[src/rtl/zifi_rx_fifo_pkg.sv]
// Shared ZiFi FIFO constants: default depth, hold margin and status bit
// positions used by the port decoder and both FIFOs.
package zifi_rx_fifo_pkg;

  // Default FIFO depth as log2 (256 bytes).
  localparam int unsigned ZIFI_FIFO_DEPTH_LOG2 = 8;

  // Hold is raised when this many or fewer slots remain free.
  localparam int unsigned ZIFI_HOLD_MARGIN = 16;

  // Bit positions of the FIFO status flags in the CPU status register.
  typedef enum int unsigned {
    ZIFI_ST_EMPTY    = 0,
    ZIFI_ST_FULL     = 1,
    ZIFI_ST_OVERFLOW = 2,
    ZIFI_ST_HOLD     = 3
  } zifi_status_bit_e;

  // Number of entries for a given log2 depth.
  function automatic int unsigned fifo_depth(input int unsigned depth_log2);
    return 32'd1 << depth_log2;
  endfunction

endpackage

[src/rtl/zifi_fifo_mem.sv]
// FIFO storage: 2**DEPTH_LOG2 x 8 array, synchronous write, asynchronous
// read. Contents are deliberately not reset.
module zifi_fifo_mem #(
  parameter int unsigned DEPTH_LOG2 = 8
) (
  input  logic                  clk_bus,
  input  logic                  we,
  input  logic [DEPTH_LOG2-1:0] waddr,
  input  logic [7:0]            wdata,
  input  logic [DEPTH_LOG2-1:0] raddr,
  output logic [7:0]            rdata
);

  localparam int unsigned DEPTH = 32'd1 << DEPTH_LOG2;

  logic [7:0] mem [DEPTH];

  // Write port: store the byte at the write pointer when enabled.
  always_ff @(posedge clk_bus) begin
    if (we) begin
      mem[waddr] <= wdata;
    end
  end

  // Read port: head byte is visible without a clock edge.
  always_comb begin
    rdata = mem[raddr];
  end

endmodule

[src/rtl/zifi_rx_fifo.sv]
// Receive-side byte buffer between uart_rx and the ZiFi CPU port registers.
// Accepts every byte uart_rx reports, acknowledges it on the next cycle,
// and holds it until the CPU pops it. Tracks fill level, sticky overflow
// and a registered near-full hold flag for remote flow control.
module zifi_rx_fifo
  import zifi_rx_fifo_pkg::*;
#(
  parameter int unsigned DEPTH_LOG2  = ZIFI_FIFO_DEPTH_LOG2,
  parameter int unsigned HOLD_MARGIN = ZIFI_HOLD_MARGIN
) (
  input  logic                clk_bus,
  input  logic                rst_n,
  input  logic [7:0]          rxdata,
  input  logic                rxrecv,
  output logic                data_read,
  input  logic                rd_en,
  output logic [7:0]          rd_data,
  input  logic                clr,
  output logic [DEPTH_LOG2:0] count,
  output logic                empty,
  output logic                full,
  output logic                overflow,
  output logic                hold
);

  localparam int unsigned DEPTH = fifo_depth(DEPTH_LOG2);
  localparam int unsigned CNT_W = DEPTH_LOG2 + 1;

  localparam logic [CNT_W-1:0]      CNT_ZERO   = '0;
  localparam logic [CNT_W-1:0]      CNT_ONE    = CNT_W'(1);
  localparam logic [CNT_W-1:0]      CNT_FULL   = CNT_W'(DEPTH);
  localparam logic [CNT_W-1:0]      CNT_MARGIN = CNT_W'(HOLD_MARGIN);
  localparam logic [DEPTH_LOG2-1:0] PTR_ONE    = DEPTH_LOG2'(1);

  logic [DEPTH_LOG2-1:0] wr_ptr;
  logic [DEPTH_LOG2-1:0] rd_ptr;
  logic [DEPTH_LOG2-1:0] wr_ptr_nxt;
  logic [DEPTH_LOG2-1:0] rd_ptr_nxt;
  logic [CNT_W-1:0]      count_nxt;
  logic [CNT_W-1:0]      free_nxt;
  logic                  overflow_nxt;
  logic                  hold_nxt;
  logic                  release_done;

  logic                  do_pop;
  logic                  do_push;
  logic                  do_drop;

  // Status flags derived directly from the stored count.
  always_comb begin
    empty = (count == CNT_ZERO);
    full  = (count == CNT_FULL);
  end

  // Transfer qualification. clr overrides everything; a full FIFO still
  // accepts a byte when the same cycle frees a slot by popping.
  always_comb begin
    do_pop  = rd_en & ~empty & ~clr;
    do_push = rxrecv & ~clr & (~full | do_pop);
    do_drop = rxrecv & ~clr & ~do_push;
  end

  // Next-state pointers, count, overflow and hold.
  always_comb begin
    wr_ptr_nxt   = wr_ptr;
    rd_ptr_nxt   = rd_ptr;
    count_nxt    = count;
    overflow_nxt = overflow;
    if (clr) begin
      wr_ptr_nxt   = '0;
      rd_ptr_nxt   = '0;
      count_nxt    = '0;
      overflow_nxt = 1'b0;
    end else begin
      if (do_push) begin
        wr_ptr_nxt = wr_ptr + PTR_ONE;
      end
      if (do_pop) begin
        rd_ptr_nxt = rd_ptr + PTR_ONE;
      end
      unique case ({do_push, do_pop})
        2'b10:   count_nxt = count + CNT_ONE;
        2'b01:   count_nxt = count - CNT_ONE;
        default: count_nxt = count;
      endcase
      if (do_drop) begin
        overflow_nxt = 1'b1;
      end
    end
    free_nxt = CNT_FULL - count_nxt;
    hold_nxt = (free_nxt <= CNT_MARGIN);
  end

  // State registers. data_read acknowledges every rxrecv one cycle later;
  // release_done forces one extra pulse on the first edge after reset so a
  // uart_rx parked in WAIT (it has no reset) is freed.
  always_ff @(posedge clk_bus or negedge rst_n) begin
    if (!rst_n) begin
      wr_ptr       <= '0;
      rd_ptr       <= '0;
      count        <= '0;
      overflow     <= 1'b0;
      hold         <= 1'b0;
      data_read    <= 1'b0;
      release_done <= 1'b0;
    end else begin
      wr_ptr       <= wr_ptr_nxt;
      rd_ptr       <= rd_ptr_nxt;
      count        <= count_nxt;
      overflow     <= overflow_nxt;
      hold         <= hold_nxt;
      data_read    <= rxrecv | ~release_done;
      release_done <= 1'b1;
    end
  end

  zifi_fifo_mem #(
    .DEPTH_LOG2 (DEPTH_LOG2)
  ) u_mem (
    .clk_bus (clk_bus),
    .we      (do_push),
    .waddr   (wr_ptr),
    .wdata   (rxdata),
    .raddr   (rd_ptr),
    .rdata   (rd_data)
  );

endmodule
[config.mk]
export PLATFORM = sky130hd
export DESIGN_NAME = zifi_rx_fifo
export DESIGN_NICKNAME = d
export VERILOG_FILES = /design/src/rtl/zifi_rx_fifo_pkg.sv /design/src/rtl/zifi_fifo_mem.sv /design/src/rtl/zifi_rx_fifo.sv
export SDC_FILE = /design/constraint.sdc
export NUM_CORES = 2
export LEC_CHECK = 0
export CELL_PAD_IN_SITES_DETAIL_PLACEMENT = 0
export CELL_PAD_IN_SITES_GLOBAL_PLACEMENT = 2
export CORE_ASPECT_RATIO = 0.8
export CORE_MARGIN = 2
export CORE_UTILIZATION = 46
export CTS_BUF_LIST = sky130_fd_sc_hd__clkbuf_8
export CTS_CLUSTER_SIZE = 20
export DETAILED_ROUTE_END_ITERATION = 16
export GPL_ROUTABILITY_DRIVEN = 0
export HOLD_SLACK_MARGIN = 0.1
export PLACE_DENSITY = 0.77
export REMOVE_ABC_BUFFERS = 1
export SYNTH_ARGS = -nofsm -noshare
export SYNTH_HDL_FRONTEND = slang
export SYNTH_SLANG_ARGS = --single-unit
export TNS_END_PERCENT = 30
[constraint.sdc]
create_clock -name clk_bus -period 4.15 [get_ports clk_bus]
set_input_delay 0.6225 -clock clk_bus [delete_from_list [all_inputs] [get_ports clk_bus]]
set_output_delay 0.6225 -clock clk_bus [all_outputs]
set_load 0.02 [all_outputs]
==> impl_metrics.ini <==
[clocking]
numCtsBuffers = 338
clockBufferDepth = 4
cts_sinks = 2077
insertion_delay_ns = 1.02
cts_root_buf = clkbuf_8
clk_pin_slew_worst_paths_ns = 0.06
tritoncts = built
htreeDepth = 5

[timing]
worstMarginPinSlew_ns = 1.15
setup_viol = 8
rsz0062_at_grt = true
final.min_clock_period_ns = 5.34
fmax_mhz = 187
clock_skew_ns = 0.0790
slew_headroom = 0.231
final.period_utilization = 1.29
worst_slack_ns = -1.19
fin_setup_tns_ns = -8.32
hold_violations = 0
holdWs_ns = 0.223
final_max_slew_viol_count = 0

[power]
powerDensity_nw_per_um2 = 487
p_leak_nw = 29.6
power_switching_share = 0.252
ir_drop_mv = 0.373
switchingPower_mw = 11.5
power_frac_seq = 0.505
power.internal_mw = 34.3
clockPowerShare = 0.351
power_frac_comb = 0.144

[floorplanning]
core-area_um2 = 177000
start_util = 0.464
fp-row-count = 138
die_width_um = 477
dieArea_um2 = 182000
ios = 35
die_y_um = 382

[placement]
io_buffers = 34
pre_cts_ws_ns = -0.904
hpwl_mm = 148

[synthesis]
synth_top_area_cell = edfxtp_1
synthMostInstantiatedCell = edfxtp_1
yosysSeqAreaShare = 0.757
synth_area_um2 = 82200
yosys.cell_types.count = 70
post-synth-top-area-fraction = 0.748
ys.flop_type = edfxtp_1
synth-edff-count = 2048
synthTopCellsByCount = 2048 x edfxtp_1, 362 x mux4_2, 349 x mux2i_1
synthCells = 4202
synthTopCellsByArea = edfxtp_1 75%, mux4_2 9.9%, mux2i_1 4.2%
ys_ff_latch = 2077
yosysWarnings = 0
async_flop_share = 0.0140
avgSynthCellArea_um2 = 19.6

[routing]
drtPass1Iterations = 6
postRouteAntennaNets = 0
drc = 0
routed_wl_mm = 232
drtIter0Drc = 5874
vias = 44900
wl_per_cell_um = 31.7
via_per_inst = 6.12

[worst_setup_path]
crit_required_ns = 3.53
crit_path_start_kind = register
crit_path_start = rd_ptr[0]$_DFFE_PN0P_
r2r-start = count[7]$_DFF_PN0_
r2r_cells = 14
r2r_slack_ns = 0.31
arrival_ns = 4.72
worstSetupPathType = register to primary output
worstSetupEndpoint = rd_data[4]
cp_max_fo = 7
worstSetupEndpointType = primary output
rr_endpoint = hold$_DFF_PN0_

[final_layout]
nets = 4746
syn2layout_area_growth_pct = 14.4
drive_gt1_frac = 0.255
fillCellCount = 14100
fin_util = 0.531

[global_routing]
grt_usage = 0.252
antenna_found_initial = 12
grt_pass1_wl_mm = 328
grt_overflow_total = 0
grt_pass1_vias = 43900
grt_max_degree = 125

[job]
drv_cap = 0

[min_path]
worstHoldPathType = input pin to register

[run_status]
status = complete, but fails checks
violations = negative setup slack
sequential cells by signal, summed over array words and instances (netlist names):
register and count:
count 9, data_read 1, hold 1, overflow 1, rd_ptr 8, release_done 1
u_mem.mem 2048, wr_ptr 8
worst min-delay path by stage:
stage               slack, ns                     endpoint                   start  depth (start not counted)
global route             0.21  u_mem.mem[163][7]$_DFFE_PP_               rxdata[7]                          1
detailed placement       0.41          data_read$_DFF_PN0_  release_done$_DFF_PN0_                          1
CTS                      0.17  u_mem.mem[232][6]$_DFFE_PP_               rxdata[6]                          1
finish                   0.22  u_mem.mem[233][6]$_DFFE_PP_               rxdata[6]                          1
global placement         0.40          data_read$_DFF_PN0_  release_done$_DFF_PN0_                          1
floorplan                0.33           count[0]$_DFF_PN0_                   rst_n                          0
what timing repair did:
item                                    CTS  global route
endpoints found under the setup margin    8             9
pin swaps                                 8             2
setup buffers                             4             0
hold buffers                              1             0
gates cloned                              1             1
gates resized for setup                  44            27
endpoints found under the hold margin    29             0
power by group through the flow:
| stage | logic (mW) | registers, mW | clock network [mW] |
|---|---|---|---|
| finish | 6.58 | 23.1 | 16.1 |
| global route | 6.90 | 23.1 | 17.2 |
| CTS | 6.51 | 23.1 | 16.3 |
| detailed placement | 6.37 | 23.6 | 0 |
| global placement | 6.33 | 23.6 | 0 |
| floorplan | 3.45 | 24.0 | 0 |
per-layer routing:
metal,global-route usage,vias up,share of wire
met5,0,-,0.00022
met4,0.0717,8,0.025
met3,0.0618,398,0.11
met2,0.357,2461,0.43
met1,0.388,23600,0.43
li1,-,18400,-
area by class of cell:
class	instances	area, µm²	area share
timing repair buffer	439	4290	0.0456
inverter	9	41.3	0.000439
multi-input combinational	1855	18600	0.198
antenna	4	10.0	0.000106
sequential	2077	62200	0.662
clock buffer	349	4800	0.0511
tap	2380	2980	0.0317
clock inverter	216	1040	0.0110
kinds of logic after synthesis:
logic type	synth area share
other cells	0.0000456
xor+xnor	0.00192
compound gates	0.0374
flops	0.757
mux	0.145
simple gates	0.0362
fa+ha+maj	0.00207
buf+inv	0.0205
worst max-delay path, cell delays in order (launching register included):
cell and delay [ns]:
dfrtp_4 0.60, buf_12 0.20, buf_4 0.16, buf_12 0.13, buf_4 0.16, mux4_2 0.46
buf_4 0.18, nor3_1 0.06, nor2_1 0.21, nand3_1 0.12, or4_4 0.59, a311oi_4 0.47
buf_4 0.21, buf_4 0.13
cells in the final DEF, fill, tap and decap left out, types with 68 or more instances in the layout:
cell | Yosys | final
edfxtp_1 | 2048 | 2048
mux4_2 | 362 | 362
clkbuf_8 | 0 | 357
mux2i_1 | 349 | 346
buf_4 | 22 | 336
nor2_1 | 319 | 319
o221ai_1 | 133 | 124
nand2_1 | 125 | 111
inv_1 | 8 | 106
a21oi_1 | 87 | 86
nor3_1 | 82 | 78
clkinv_1 | 1 | 73
o22ai_1 | 69 | 68
through the flow:
| stage | std cells | power, mW | instance area [µm²] |
|---|---|---|---|
| after floorplan | 3941 | 27.4 | 80600 |
| final | 7329 | 45.8 | 94000 |
| after detailed placement | 6753 | 29.9 | 87700 |
| after global placement | 6753 | 29.9 | 87700 |
| after CTS | 7324 | 46.0 | 93900 |
| after global routing | 7328 | 47.2 | 94000 |
No activity file was read; power rests on OpenSTA's default activity.
